[config.mk]
export PLATFORM = sky130hd
export DESIGN_NAME = homomorphic_seq_flat
export DESIGN_NICKNAME = d
export VERILOG_FILES = /design/src/rtl/homomorphic_seq_if.sv /design/src/rtl/homomorphic_seq.sv /design/src/flat_wrapper.sv
export SDC_FILE = /design/constraint.sdc
export NUM_CORES = 1
export LEC_CHECK = 0
export BUFFER_PORTS_ARGS = -buffer_cell sky130_fd_sc_hd__buf_2
export CAP_MARGIN = 10
export CORE_UTILIZATION = 59
export CTS_CLUSTER_DIAMETER = 60
export DETAILED_ROUTE_END_ITERATION = 10
export GPL_ROUTABILITY_DRIVEN = 0
export PLACE_DENSITY = 0.8
export SETUP_SLACK_MARGIN = 0.02
export SYNTH_ARGS = -nofsm -noshare
export SYNTH_HDL_FRONTEND = slang
export SYNTH_SLANG_ARGS = --single-unit
[constraint.sdc]
create_clock -name clk_i -period 4.4 [get_ports clk_i]
set_input_delay 0.22 -clock clk_i [delete_from_list [all_inputs] [get_ports clk_i]]
set_output_delay 0.22 -clock clk_i [all_outputs]
set_load 0.005 [all_outputs]
[src/rtl/homomorphic_seq_if.sv]
// ----------------------------------------------------------------------------
// homomorphic_seq_if
//   Bundles the three streaming paths around the homomorphic sequencer:
//     in_*   : upstream PCG sample stream (valid/ready)
//     dp_*   : datapath drive (sample, active-low datapath reset) and the
//              datapath return (result word plus its write-enable strobe)
//     out_*  : result FIFO head towards the bus bridge (valid/ready)
//   master : the environment side (sample source, datapath, bus bridge)
//   slave  : the sequencer side
// ----------------------------------------------------------------------------
interface homomorphic_seq_if;
  logic        in_valid;
  logic [31:0] in_data;
  logic        in_ready;
  logic [31:0] dp_data;
  logic        dp_rst;
  logic [31:0] dp_out;
  logic        dp_we;
  logic        out_valid;
  logic [31:0] out_data;
  logic        out_ready;

  modport master (
    output in_valid, in_data, dp_out, dp_we, out_ready,
    input  in_ready, dp_data, dp_rst, out_valid, out_data
  );

  modport slave (
    input  in_valid, in_data, dp_out, dp_we, out_ready,
    output in_ready, dp_data, dp_rst, out_valid, out_data
  );
endinterface

[src/rtl/homomorphic_seq.sv]
// ----------------------------------------------------------------------------
// homomorphic_seq
//   Sequencer in front of the homomorphic envelope datapath
//   (log -> Butterworth LP -> exp). For one block of block_len samples it
//   clears the datapath filter state, issues one sample at a time, waits for
//   the datapath write strobe and queues each result in an output FIFO.
//
// Ports
//   clk_i          clock
//   rst_ni         asynchronous reset, active low
//   start_i        1-cycle start pulse, honoured only in IDLE or DONE
//   block_len_i    samples per block, captured on an accepted start (0 = no-op)
//   bus            homomorphic_seq_if.slave: sample in, datapath, FIFO out
//   busy_o         block in progress (not IDLE/DONE)
//   done_o         sticky block-end flag, cleared on accepted start
//   err_o          sticky datapath timeout flag, cleared on accepted start
//   sample_cnt_o   results pushed in the current block (saturating)
//
// Configuration
//   HOM_SEQ_TIMEOUT_EN : when defined, WAIT_DP gives up after TIMEOUT cycles
//   without dp_we, raises err, pulses dp_rst low for one cycle and ends the
//   block. When undefined err_o is tied low and WAIT_DP waits indefinitely.
// ----------------------------------------------------------------------------
module homomorphic_seq #(
  parameter int          FIFO_DEPTH = 8,
  parameter int          CLR_CYCLES = 4,
  parameter logic [31:0] MIN_MAG    = 32'h1,
  parameter int          TIMEOUT    = 1024
) (
  input  logic                    clk_i,
  input  logic                    rst_ni,
  input  logic                    start_i,
  input  logic [15:0]             block_len_i,
  homomorphic_seq_if.slave        bus,
  output logic                    busy_o,
  output logic                    done_o,
  output logic                    err_o,
  output logic [15:0]             sample_cnt_o
);

  localparam int DATA_W = 32;
  localparam int PTR_W  = $clog2(FIFO_DEPTH);
  localparam int FILL_W = PTR_W + 1;
  localparam int CLR_W  = $clog2(CLR_CYCLES + 1);

  typedef enum logic [2:0] {
    S_IDLE,
    S_CLR,
    S_WAIT_IN,
    S_WAIT_DP,
    S_DONE
  } state_t;

  state_t                    state_q, state_d;
  logic [15:0]               len_q, len_d;
  logic [15:0]               sample_cnt_q, sample_cnt_d;
  logic                      done_q, done_d;
  logic signed [DATA_W-1:0]  dp_data_q, dp_data_d;
  logic                      dp_rst_q, dp_rst_d;
  logic [CLR_W-1:0]          clr_cnt_q, clr_cnt_d;
  logic                      push_d;

  // Result staging register: one cycle between dp_we and the FIFO write.
  logic                      push_vld_q;
  logic [DATA_W-1:0]         push_data_q;

  logic [DATA_W-1:0]         mem [FIFO_DEPTH];
  logic [PTR_W-1:0]          wr_ptr_q, rd_ptr_q;
  logic [FILL_W-1:0]         fill_q;
  logic [FILL_W:0]           occupancy;
  logic                      slot_free, pop, out_valid, in_ready;

`ifdef HOM_SEQ_TIMEOUT_EN
  localparam int TMO_W = $clog2(TIMEOUT + 1);
  logic [TMO_W-1:0]          tmo_cnt_q, tmo_cnt_d;
  logic                      err_q, err_d;
`endif

  // Sign-preserving magnitude floor; keeps the log stage away from ln(0).
  // The magnitude is handled unsigned so the most negative input stays legal.
  function automatic logic signed [DATA_W-1:0] clamp_mag(
    input logic signed [DATA_W-1:0] x
  );
    logic [DATA_W-1:0] mag;
    mag = x[DATA_W-1] ? unsigned'(-x) : unsigned'(x);
    if (mag < MIN_MAG) mag = MIN_MAG;
    return x[DATA_W-1] ? -signed'(mag) : signed'(mag);
  endfunction

  // A slot counts as taken once a result is staged, so issue never
  // outruns FIFO space.
  assign occupancy = {1'b0, fill_q} + {{FILL_W{1'b0}}, push_vld_q};
  assign slot_free = occupancy < (FILL_W + 1)'(FIFO_DEPTH);
  assign out_valid = (fill_q != '0);
  assign pop       = out_valid && bus.out_ready;
  assign in_ready  = (state_q == S_WAIT_IN) && slot_free;

  assign bus.in_ready  = in_ready;
  assign bus.dp_data   = dp_data_q;
  assign bus.dp_rst    = dp_rst_q;
  assign bus.out_valid = out_valid;
  assign bus.out_data  = out_valid ? mem[rd_ptr_q] : '0;

  assign busy_o       = (state_q != S_IDLE) && (state_q != S_DONE);
  assign done_o       = done_q;
  assign sample_cnt_o = sample_cnt_q;
`ifdef HOM_SEQ_TIMEOUT_EN
  assign err_o = err_q;
`else
  assign err_o = 1'b0;
`endif

  always_comb begin
    state_d      = state_q;
    len_d        = len_q;
    sample_cnt_d = sample_cnt_q;
    done_d       = done_q;
    dp_data_d    = dp_data_q;
    dp_rst_d     = dp_rst_q;
    clr_cnt_d    = clr_cnt_q;
    push_d       = 1'b0;
`ifdef HOM_SEQ_TIMEOUT_EN
    tmo_cnt_d    = tmo_cnt_q;
    err_d        = err_q;
`endif
    case (state_q)
      S_IDLE, S_DONE: begin
        // Ends the one-cycle timeout pulse; no effect after a normal block.
        if (state_q == S_DONE) dp_rst_d = 1'b1;
        if (start_i) begin
          len_d        = block_len_i;
          sample_cnt_d = '0;
          done_d       = 1'b0;
`ifdef HOM_SEQ_TIMEOUT_EN
          err_d        = 1'b0;
`endif
          if (block_len_i == 16'd0) begin
            state_d = S_DONE;
            done_d  = 1'b1;
          end else begin
            state_d   = S_CLR;
            clr_cnt_d = '0;
            dp_rst_d  = 1'b0;
          end
        end
      end
      S_CLR: begin
        if (clr_cnt_q == CLR_W'(CLR_CYCLES - 1)) begin
          dp_rst_d = 1'b1;
          state_d  = S_WAIT_IN;
        end else begin
          clr_cnt_d = clr_cnt_q + 1'b1;
        end
      end
      S_WAIT_IN: begin
        if (bus.in_valid && in_ready) begin
          dp_data_d = clamp_mag(signed'(bus.in_data));
          state_d   = S_WAIT_DP;
`ifdef HOM_SEQ_TIMEOUT_EN
          tmo_cnt_d = '0;
`endif
        end
      end
      S_WAIT_DP: begin
        if (bus.dp_we) begin
          push_d       = 1'b1;
          sample_cnt_d = (sample_cnt_q == 16'hFFFF) ? sample_cnt_q
                                                    : sample_cnt_q + 16'd1;
          if (({1'b0, sample_cnt_q} + 17'd1) == {1'b0, len_q}) begin
            state_d = S_DONE;
            done_d  = 1'b1;
          end else begin
            state_d = S_WAIT_IN;
          end
        end
`ifdef HOM_SEQ_TIMEOUT_EN
        else if (tmo_cnt_q == TMO_W'(TIMEOUT)) begin
          err_d    = 1'b1;
          done_d   = 1'b1;
          dp_rst_d = 1'b0;
          state_d  = S_DONE;
        end else begin
          tmo_cnt_d = tmo_cnt_q + 1'b1;
        end
`endif
      end
      default: state_d = S_IDLE;
    endcase
  end

  // ---- control / state registers ----
  always_ff @(posedge clk_i or negedge rst_ni) begin
    if (!rst_ni) begin
      state_q      <= S_IDLE;
      len_q        <= '0;
      sample_cnt_q <= '0;
      done_q       <= 1'b0;
      dp_data_q    <= '0;
      dp_rst_q     <= 1'b0;
      clr_cnt_q    <= '0;
      push_vld_q   <= 1'b0;
      wr_ptr_q     <= '0;
      rd_ptr_q     <= '0;
      fill_q       <= '0;
`ifdef HOM_SEQ_TIMEOUT_EN
      tmo_cnt_q    <= '0;
      err_q        <= 1'b0;
`endif
    end else begin
      state_q      <= state_d;
      len_q        <= len_d;
      sample_cnt_q <= sample_cnt_d;
      done_q       <= done_d;
      dp_data_q    <= dp_data_d;
      dp_rst_q     <= dp_rst_d;
      clr_cnt_q    <= clr_cnt_d;
      push_vld_q   <= push_d;
      if (push_vld_q) wr_ptr_q <= wr_ptr_q + 1'b1;
      if (pop)        rd_ptr_q <= rd_ptr_q + 1'b1;
      case ({push_vld_q, pop})
        2'b10:   fill_q <= fill_q + 1'b1;
        2'b01:   fill_q <= fill_q - 1'b1;
        default: fill_q <= fill_q;
      endcase
`ifdef HOM_SEQ_TIMEOUT_EN
      tmo_cnt_q    <= tmo_cnt_d;
      err_q        <= err_d;
`endif
    end
  end

  // ---- result staging and FIFO storage ----
  always_ff @(posedge clk_i) begin
    if (push_d)     push_data_q      <= bus.dp_out;
    if (push_vld_q) mem[wr_ptr_q]    <= push_data_q;
  end

endmodule
[src/flat_wrapper.sv]
// flat-port wrapper written by rule: the top's interface ports become plain ports
module homomorphic_seq_flat 
#(
  parameter int          FIFO_DEPTH = 8,
  parameter int          CLR_CYCLES = 4,
  parameter logic [31:0] MIN_MAG    = 32'h1,
  parameter int          TIMEOUT    = 1024
)
  (clk_i, rst_ni, start_i, block_len_i, busy_o, done_o, err_o, sample_cnt_o, bus_in_valid, bus_in_data, bus_dp_out, bus_dp_we, bus_out_ready, bus_in_ready, bus_dp_data, bus_dp_rst, bus_out_valid, bus_out_data);
  homomorphic_seq_if bus_i ();
  input  logic clk_i;
  input  logic rst_ni;
  input  logic start_i;
  input  logic [15:0] block_len_i;
  output logic busy_o;
  output logic done_o;
  output logic err_o;
  output logic [15:0] sample_cnt_o;
  input wire logic [$bits(bus_i.in_valid)-1:0] bus_in_valid;
  input wire logic [$bits(bus_i.in_data)-1:0] bus_in_data;
  input wire logic [$bits(bus_i.dp_out)-1:0] bus_dp_out;
  input wire logic [$bits(bus_i.dp_we)-1:0] bus_dp_we;
  input wire logic [$bits(bus_i.out_ready)-1:0] bus_out_ready;
  output wire logic [$bits(bus_i.in_ready)-1:0] bus_in_ready;
  output wire logic [$bits(bus_i.dp_data)-1:0] bus_dp_data;
  output wire logic [$bits(bus_i.dp_rst)-1:0] bus_dp_rst;
  output wire logic [$bits(bus_i.out_valid)-1:0] bus_out_valid;
  output wire logic [$bits(bus_i.out_data)-1:0] bus_out_data;
  assign bus_i.in_valid = bus_in_valid;
  assign bus_i.in_data = bus_in_data;
  assign bus_i.dp_out = bus_dp_out;
  assign bus_i.dp_we = bus_dp_we;
  assign bus_i.out_ready = bus_out_ready;
  assign bus_in_ready = bus_i.in_ready;
  assign bus_dp_data = bus_i.dp_data;
  assign bus_dp_rst = bus_i.dp_rst;
  assign bus_out_valid = bus_i.out_valid;
  assign bus_out_data = bus_i.out_data;
  homomorphic_seq #(.FIFO_DEPTH(FIFO_DEPTH), .CLR_CYCLES(CLR_CYCLES), .MIN_MAG(MIN_MAG), .TIMEOUT(TIMEOUT)) u_core (.clk_i(clk_i), .rst_ni(rst_ni), .start_i(start_i), .block_len_i(block_len_i), .bus(bus_i), .busy_o(busy_o), .done_o(done_o), .err_o(err_o), .sample_cnt_o(sample_cnt_o));
endmodule
### After elaboration in Yosys (flattened, before gate mapping)

Memory sizes are Yosys's and may differ from the RTL's.
Cells that the tools add are included.

| cells by class | value |
|---|---|
| order comparisons | 2 |
| equality and inequality tests | 18 |
| reductions and logical operators | 19 |
| muxes and demuxes | 36 |
| add/sub/neg operators | 10 |

Operators with widths:

| kind | number |
|---|---|
| 32-bit two-way mux | 6 |
| 32-bit negation | 2 |
| 16-bit two-way mux | 3 |
| 32-bit by 1-bit less-than comparator with 1-bit output (second input constant) | 1 |
| 16-bit case mux with 2 select lines | 1 |
| 3-bit two-way mux | 9 |
| 16-bit by 1-bit adder with 17-bit output (second input constant) | 1 |
| 17-bit by 16-bit equality test with 1-bit output | 1 |
| 16-bit by 1-bit adder with 16-bit output (second input constant) | 1 |
| 16-bit equality test (second input constant) | 1 |
| 16-bit logical NOT | 1 |
| 4-bit AND reduction | 4 |
| 1-bit two-way mux | 12 |
| 2-bit != test (second input constant) | 6 |
| 3-bit case mux with 4 select lines | 1 |
| 3-bit by 1-bit adder with 3-bit output (second input constant) | 3 |
| 3-bit by 2-bit equality test with 1-bit output (second input constant) | 3 |
| 4-bit case mux with 2 select lines | 1 |
| 3-bit case mux with 2 select lines | 1 |
| 2-bit AND reduction | 3 |
| 2-bit nonzero test | 3 |
| 4-bit by 1-bit adder with 5-bit output | 1 |
| 5-bit by 4-bit less-than comparator with 1-bit output (second input constant) | 1 |
| 4-bit by 1-bit adder with 4-bit output (second input constant) | 1 |
| other kinds (13) | 18 |

| storage, ports and cells | value |
|---|---|
| word-level logic and storage cells | 98 |
| bits in writable memories | 256 |
| memories kept | 1 |
| bits of input ports | 86 |
| bits in registers | 115 |
| output and inout bits | 86 |

Memories:

| memory | words | width | rd ports | clocked after Yosys merged registers in | write ports | RTL line | RTL |
|---|---|---|---|---|---|---|---|
| u_core.mem | 8 | 32 | 1 | 0 | 1 | homomorphic_seq.sv:67 | `logic [DATA_W-1:0] mem [FIFO_DEPTH];` |

### Longest topological paths before layout

Gate-level depths: netlist of the first run.

| depth | value |
|---|---|
| word-level depth | 8 |
| gate-level depth with buffers | 22 |
| mapped depth without buffers | 18 |

### Least setup slack after synthesis of the first run

OpenSTA, ideal clock, no wires.

| path | value |
|---|---|
| path kind | input to register |
| start point | in bus_in_data[0] |
| end point | reg u_core.dp_data_q[28], in the netlist u_core.bus.dp_data[28] |
| setup time | 0.130 ns |
| required time | 4.270 ns |
| path buffers | 4 |
| path slack | 0.055 ns |
| stages | 21 |
| arrival | 4.215 ns |
| cells stage by stage | buf_4 inv_1 ha_1 buf_2 nor4b_2 and4b_1 buf_2 nand2_2 o21ai_0 a32oi_1 or4b_1 buf_4 o21ai_0 ha_1 o21ai_0 o21ai_0 nand2_1 a21o_1 a211oi_1 xnor2_1 o21ai_1 |

| between the ends | value |
|---|---|
| longest elaborated chain between the ends | 8 |

Ends and longest elaborated chain:

| element | RTL line | RTL |
|---|---|---|
| start, declared | flat_wrapper.sv:20 | `input wire logic [$bits(bus_i.in_data)-1:0] bus_in_data;` |
| 32-bit negation | homomorphic_seq.sv:85 | `mag = x[DATA_W-1] ? unsigned'(-x) : unsigned'(x);` |
| 32-bit two-way mux (*) | homomorphic_seq.sv:85 |  |
| 32-bit by 1-bit less-than comparator with 1-bit output | homomorphic_seq.sv:86 | `if (mag < MIN_MAG) mag = MIN_MAG;` |
| 32-bit two-way mux (*) | homomorphic_seq.sv:86 |  |
| 32-bit two-way mux (*) | homomorphic_seq.sv:156 | `if (bus.in_valid && in_ready) begin` |
| 32-bit two-way mux (*) | homomorphic_seq.sv:126 | `case (state_q)` |
| 32-bit negation | homomorphic_seq.sv:87 | `return x[DATA_W-1] ? -signed'(mag) : signed'(mag);` |
| 32-bit two-way mux (*) | homomorphic_seq.sv:87 |  |
| end signal, assigned | homomorphic_seq.sv:214 | `dp_data_q <= dp_data_d;` |
| end, declared | homomorphic_seq.sv:58 | `logic signed [DATA_W-1:0] dp_data_q, dp_data_d;` |

Every way passes the cells marked *; elsewhere a longest branch is shown, timed or not. The select of a mux whose other input is x is not followed.
A chain may end at the register's enable or synchronous reset.

### Worst setup path in the final report of the first run

Same ends and word-level chain as after synthesis.

==> results of run 1 <==
[worst min-delay path, delay by kind of cell]
kind / cells / cell delay [ns]
AND/OR/NAND/NOR: 2 / 0.13
buffers and inverters: 1 / 0.10
AO/OA/AOI/OAI: 1 / 0.08
[cells by family after synthesis]
| kind of cell | share of synthesized area |
|---|---|
| DFF | 0.6408 |
| buffers and inverters | 0.01943 |
| AOI/OAI and AO/OA | 0.06481 |
| and+or+nand+nor | 0.09695 |
| xor gates and xnor gates | 0.04732 |
| adders and majority gates | 0.009418 |
| muxes | 0.1211 |
| other | 0.0002240 |
[where the power goes]
part           switching [µW]  internal (µW)
registers                 448           4250
logic                    1480           1530
clock network            1330           1830
total                    3260           7610
[worst paths after layout]
check / start / to / slack, ns / cells after the start
min reg2reg: u_core.bus.dp_data[11] / u_core.bus.dp_data[11] / 0.47 / 2
min: bus_dp_we / u_core.state_q[1] / 0.05 / 4
min in group asynchronous: rst_ni / u_core.len_q[7] / 0.30 / 2
max reg2reg: u_core.sample_cnt_o[0] / u_core.done_o / 1.18 / 11
max in group asynchronous: rst_ni / u_core.bus.dp_data[17] / 3.21 / 3
max: bus_in_data[0] / u_core.bus.dp_data[28] / 0.56 / 19
[placed cells by master (no fill, tap or decap), drive strengths merged, types with 14 or more instances in the layout]
| cell type | n |
|---|---|
| edfxtp | 288 |
| nand3 | 28 |
| xnor2 | 50 |
| nor2 | 85 |
| nor3 | 17 |
| clkinv | 14 |
| o21ai | 73 |
| mux4 | 64 |
| dlygate4sd3 | 50 |
| nor4 | 15 |
| a21oi | 20 |
| nand2 | 76 |
| dfrtp | 83 |
| mux2 | 20 |
| clkbuf | 50 |
| buf | 217 |
| inv | 20 |
| xor2 | 37 |
| mux2i | 36 |
| o31ai | 18 |
[metrics by stage]
| stage | utilization | instances | instance area, µm² | setup WS, ns | total power, µW |
|---|---|---|---|---|---|
| after detailed placement | 0.6548 | 1674 | 18240 | 0.04315 | 7750 |
| final | 0.7166 | 1795 | 19960 | 0.5588 | 10870 |
| after CTS | 0.7165 | 1793 | 19960 | 0.5917 | 10970 |
| after floorplan | - | 1141 | 16740 | 0.05456 | 6654 |
| after global placement | 0.6548 | 1674 | 18240 | 0.2019 | 7660 |
| after global routing | 0.7166 | 1794 | 19960 | 0.2105 | 11440 |
[synthesized netlist by cell type, types with 17 or more instances]
library cell / count / area, µm²
o31ai_1: 17 / 127.6
xnor2_1: 50 / 437.9
mux4_2: 64 / 1441
xor2_1: 36 / 315.3
clkbuf_1: 39 / 146.4
nand3_1: 26 / 130.1
mux2_2: 19 / 214.0
inv_1: 18 / 67.56
o21ai_0: 62 / 310.3
mux2i_1: 36 / 360.4
nor2_1: 85 / 319.1
a21oi_1: 20 / 100.1
dfrtp_1: 83 / 2077
edfxtp_1: 288 / 8648
nand2_1: 74 / 277.8
[registers in the layout, indices dropped and copies added (netlist names), 4 cells and up]
register	count
u_core.mem	256
u_core.len_q	16
u_core.sample_cnt_o	16
u_core.fill_q	4
u_core.bus.dp_data	32
u_core.push_data_q	32
[what timing repair did]
item,CTS,global route
endpoints found under the setup margin,0,0
endpoints found under the hold margin,105,0
gates resized for setup,0,0
hold buffers,50,0
[cell type report]
cell class	instances	area (µm²)
Tap cell	378	473.0
Clock inverter	19	198.9
Sequential cell	371	10730
Antenna cell	2	5.005
Timing Repair Buffer	267	1719
Inverter	18	67.56
Fill cell	1859	7894
Multi-Input combinational cell	690	5752
Clock buffer	50	1017
[per-layer routing]
layer	up-vias	track usage	share of wire
met5	-	0	0
met1	5240	0.3477	0.41
met2	359	0.4604	0.51
li1	4868	-	-
met4	0	0.08343	0.024
met3	70	0.04419	0.058
==> results.toml, run 1 <==
[sta]
finalHoldWorstSlack_ns = 0.04745
finalCritPeriodShare = 0.8730
fin_setup_tns_ns = 0
worst_clock_skew_ns = 0.01347
fmax_ghz = 0.2603
period_needed_ns = 3.841
hold_viol_final = 0
drv_slew = 0
rsz0062_at_grt = "false"
finalSetupViolations = 0
tightest_slew_ns = 0.9898
relSlewSlack = 0.3385

[setup_path]
startpoint_type = "input pin"
cp_common_cell = "o21ai_0"
critPathArrivalTime_ns = 4.22
cpPeakStageDelay_ns = 0.40
path_buf_inv = 3
crit_chain = "buf_2 -> inv_1 -> ha_1 -> nor4b_2 -> buf_4 -> nand4b_2 -> o31ai_1 -> xor2_1 -> and4_1 -> nand4_4 -> o21ai_0 -> ha_1 -> o21ai_0 -> o21ai_0 -> nand2_1 -> a21o_1 -> a211oi_1 -> xnor2_1 -> o21ai_1"
worstPathRequired_ns = 4.78
path_class = "in2reg"
cp-end-kind = "flip-flop"
critPathTopFamily = "compound AO/OA/AOI/OAI gates"
cp_slowest_cell = "nor4b_2"
path_max_fanout = 5

[clock_network]
numCtsBuffers = 39
path_clk_slew_ns = 0.06
cts_setup_buffers = 0
cts_sinks = 371
worstSkewPairLatency_ns = 0.53
clockBufferDepth = 3
h-tree-depth = 2
cts_tree = "yes"
cts_root_buf = "clkbuf_16"

[die]
die_area_um2 = 29050
rows = 61
fp.dieH_um = 170.4
core_area_um2 = 27860
ios = 172
die_w_um = 170.4
initial_core_util = 0.6009

[logic_synthesis]
synth-main-ff-cell = "edfxtp_1"
ys_ff_latch = 371
synth_seq_area_share = 0.6408
avgSynthCellArea_um2 = 14.67
syn-cell-area_um2 = 16740
synth_edf_count = 288
synth_cell_types = 89
synthArstFlopShare = 0.2237
synth_nets = 1239
ys_warn_count = 0
syn_inst = 1141

[run]
drv_cap = 0

[final_layout]
nNetsFinal = 1485
drive_gt1_frac = 0.2770
syn2layout_area_growth_pct = 19.27

[route]
dr.pass1.iters = 5
drc_errors = 0
via_per_inst = 5.870
wl_per_cell_um = 20.84
vias = 10540
drtAntennaViolNets = 0
wl_mm = 37.41
drt_iter0_drc = 891

[status]
status = "finished, final reports clean"

[pwr]
peakVddDrop_v = 0.0003489
leakagePower_uw = 0.007388
power.density_nw_per_um2 = 544.4

[min_path]
hold_class = "in2reg"

[place]
io_buffers = 170
hpwl_mm = 23.32

[global_routing]
grt_max_degree = 64
grt_pass1_vias = 10360
overflow = 0
track_usage = 0.2669
grt_pass1_wl_mm = 58.15
antenna_found_initial = 2
No activity file was read; power rests on OpenSTA's default activity.
==> run 2: changes to the inputs <==
--- a/config.mk
+++ b/config.mk
@@ -10,7 +10,6 @@
 export CORE_UTILIZATION = 59
 export CTS_CLUSTER_DIAMETER = 60
 export DETAILED_ROUTE_END_ITERATION = 10
-export GPL_ROUTABILITY_DRIVEN = 0
 export PLACE_DENSITY = 0.8
 export SETUP_SLACK_MARGIN = 0.02
 export SYNTH_ARGS = -nofsm -noshare
==> constraint.sdc (replaced) <==
create_clock -name clk_i -period 4.4 [get_ports clk_i]
set_input_delay 0.88 -clock clk_i [delete_from_list [all_inputs] [get_ports clk_i]]
set_output_delay 0.88 -clock clk_i [all_outputs]
set_load 0.005 [all_outputs]
==> run 2 against run 1 <==
Compared with the run above: sequential share of layout area decreased by 0.14 points; hold slack gained 0.37 ns; critical path depth decreased by 2; largest cell class unchanged; non-clock buffer count fell by 6; highest routed layer is now met5; first-iteration DRC count down 12%; power is 2.8% higher; global-route usage increased by 0.60 points; fmax down 5.6%; utilization grew 0.19 points.
==> results.toml, run 2 (same netlist as run 1, synthesis figures left out) <==
[sta]
finalCritPeriodShare = 0.9244
fin_ws_ns = 0.3327
period_needed_ns = 4.067
fmax_ghz = 0.2459
finalSetupViolations = 0
rsz0062_at_grt = "false"
tightest_slew_ns = 0.9716
relSlewSlack = 0.3507
hold_viol_final = 0
worst_clock_skew_ns = 0.01242
drv_slew = 0

[route]
drtAntennaViolNets = 0
vias = 10720
drc_errors = 0
dr.pass1.iters = 5
via_per_inst = 5.982
wl_per_cell_um = 21.51
drt_iter0_drc = 786
wl_mm = 38.55

[pwr]
combPwrFrac = 0.263
power.density_nw_per_um2 = 558.4
peakVddDrop_v = 0.0003483
fin_total_pwr_uw = 11180
leakagePower_uw = 0.007456
switching_share = 0.2982
power.net_switching_uw = 3332
p_clk_frac = 0.306
pwr-share-seq = 0.432
p_int_uw = 7844

[clock_network]
path_clk_slew_ns = 0.06
cts_sinks = 371
numCtsBuffers = 40
cts_setup_buffers = 0
h-tree-depth = 2
cts_tree = "yes"
cts_root_buf = "clkbuf_16"
clockBufferDepth = 3
worstSkewPairLatency_ns = 0.52
holdBufCountCts = 0
ctsResizeCount = 0

[final_layout]
largest_register_ff_count = 256
layout_commonest_cell = "edfxtp_1"
syn2layout_area_growth_pct = 19.58
multi_input_area_um2 = 5822
seq_area_um2 = 10730
nNetsFinal = 1480
largest-register = "u_core.mem"
drive_gt1_frac = 0.3213
fill_cells = 1843
final_cell_mix = "288 x edfxtp_1, 169 x buf_2, 90 x buf_4"

[setup_path]
critPathArrivalTime_ns = 4.46
startpoint_type = "input pin"
cpPeakStageDelay_ns = 0.66
crit_chain = "buf_2 -> buf_4 -> nor4_4 -> and3_2 -> nand2_2 -> xnor2_1 -> a32oi_1 -> or4b_1 -> o21ai_4 -> ha_4 -> o21ai_2 -> o21ai_1 -> nand2_1 -> a21o_1 -> a211oi_2 -> xnor2_1 -> o21ai_1"
r2r_slack_ns = 1.25
path_class = "in2reg"
worstPathRequired_ns = 4.79
path_max_fanout = 5
cp_slowest_cell = "or4b_1"
cp-end-kind = "flip-flop"

[global_routing]
grt_max_degree = 61
antenna_found_initial = 2
overflow = 0
grt_pass1_vias = 10770
grt_pass1_wl_mm = 59.62
track_usage = 0.2730

[status]
status = "finished, final reports clean"

[die]
die_area_um2 = 29050
fp.dieH_um = 170.4
die_w_um = 170.4
initial_core_util = 0.6009
ios = 172
core_area_um2 = 27860
rows = 61

[place]
hpwl_mm = 24.20
place_congestion = 0.9211
pre_cts_ws_ns = -0.2343
io_buffers = 170

[run]
drv_cap = 0

[min_path]
hold_class = "in2async"
==> run 2: changes by cell type in the layout (fill, tap and decap cells not counted), sizes merged <==
cell	before	now
buf	217	261
bufinv	3	5
clkinv	14	13
clkinvlp	0	4
diode	2	1
dlygate4sd3	50	0
inv	20	19
==> run 2: power by group through the flow <==
stage                     registers [µW]  logic (µW)  clock network [µW]
after floorplan                     4540        2120                   0
after global placement              4850        2850                   0
final                               4820        2940                3420
after CTS                           4830        2970                3460
after global routing                4890        3230                3600
after detailed placement            4880        2930                   0
==> run 2: worst paths after layout <==
kind / endpoint / start / cells past startpoint
min reg2reg: u_core.bus.dp_data[15] / u_core.bus.dp_data[15] / 2
max in group asynchronous: u_core.bus.dp_data[10] / rst_ni / 2
max: u_core.bus.dp_data[28] / bus_in_data[0] / 17
max reg2reg: u_core.done_o / u_core.sample_cnt_o[0] / 11
min in group clk_i: u_core.bus.dp_data[15] / u_core.bus.dp_data[15] / 2
min: u_core.sample_cnt_o[5] / rst_ni / 1
==> run 2: final cells by class <==
type / instances / share of cell area
clock buffer: 50 / 0.05401
sequential: 371 / 0.5361
inverter: 18 / 0.003563
multi-input combinational: 690 / 0.2908
timing repair buffer: 261 / 0.07801
clock inverter: 23 / 0.01369
tap: 378 / 0.02363
antenna: 1 / 0.0001250
==> run 2: layer usage <==
layer,routed length (µm),global-route usage
met2,19660,0.4736
met4,901,0.07560
met1,15820,0.3631
met3,2158,0.03651
met5,11,0
==> run 2: through the flow <==
stage | utilization | cell area, µm² | cells | hold WS (ns) | setup TNS [ns]
floorplan | - | 16840 | 1141 | 0.4461 | -0.8874
global placement | 0.6698 | 18660 | 1718 | 0.4584 | -0.1435
detailed placement | 0.6698 | 18660 | 1718 | 0.4659 | -0.9363
CTS | 0.7184 | 20010 | 1791 | 0.4283 | 0
global route | 0.7184 | 20010 | 1791 | 0.4621 | 0
finish | 0.7185 | 20020 | 1792 | 0.4168 | 0
==> run 2: critical path: cells and delay by family <==
| kind | cells | cell delay, ns |
|---|---|---|
| simple gates | 5 | 1.60 |
| compound gates | 7 | 1.13 |
| xor+xnor | 2 | 0.37 |
| buf+inv | 2 | 0.27 |
| fa+ha+maj | 1 | 0.18 |
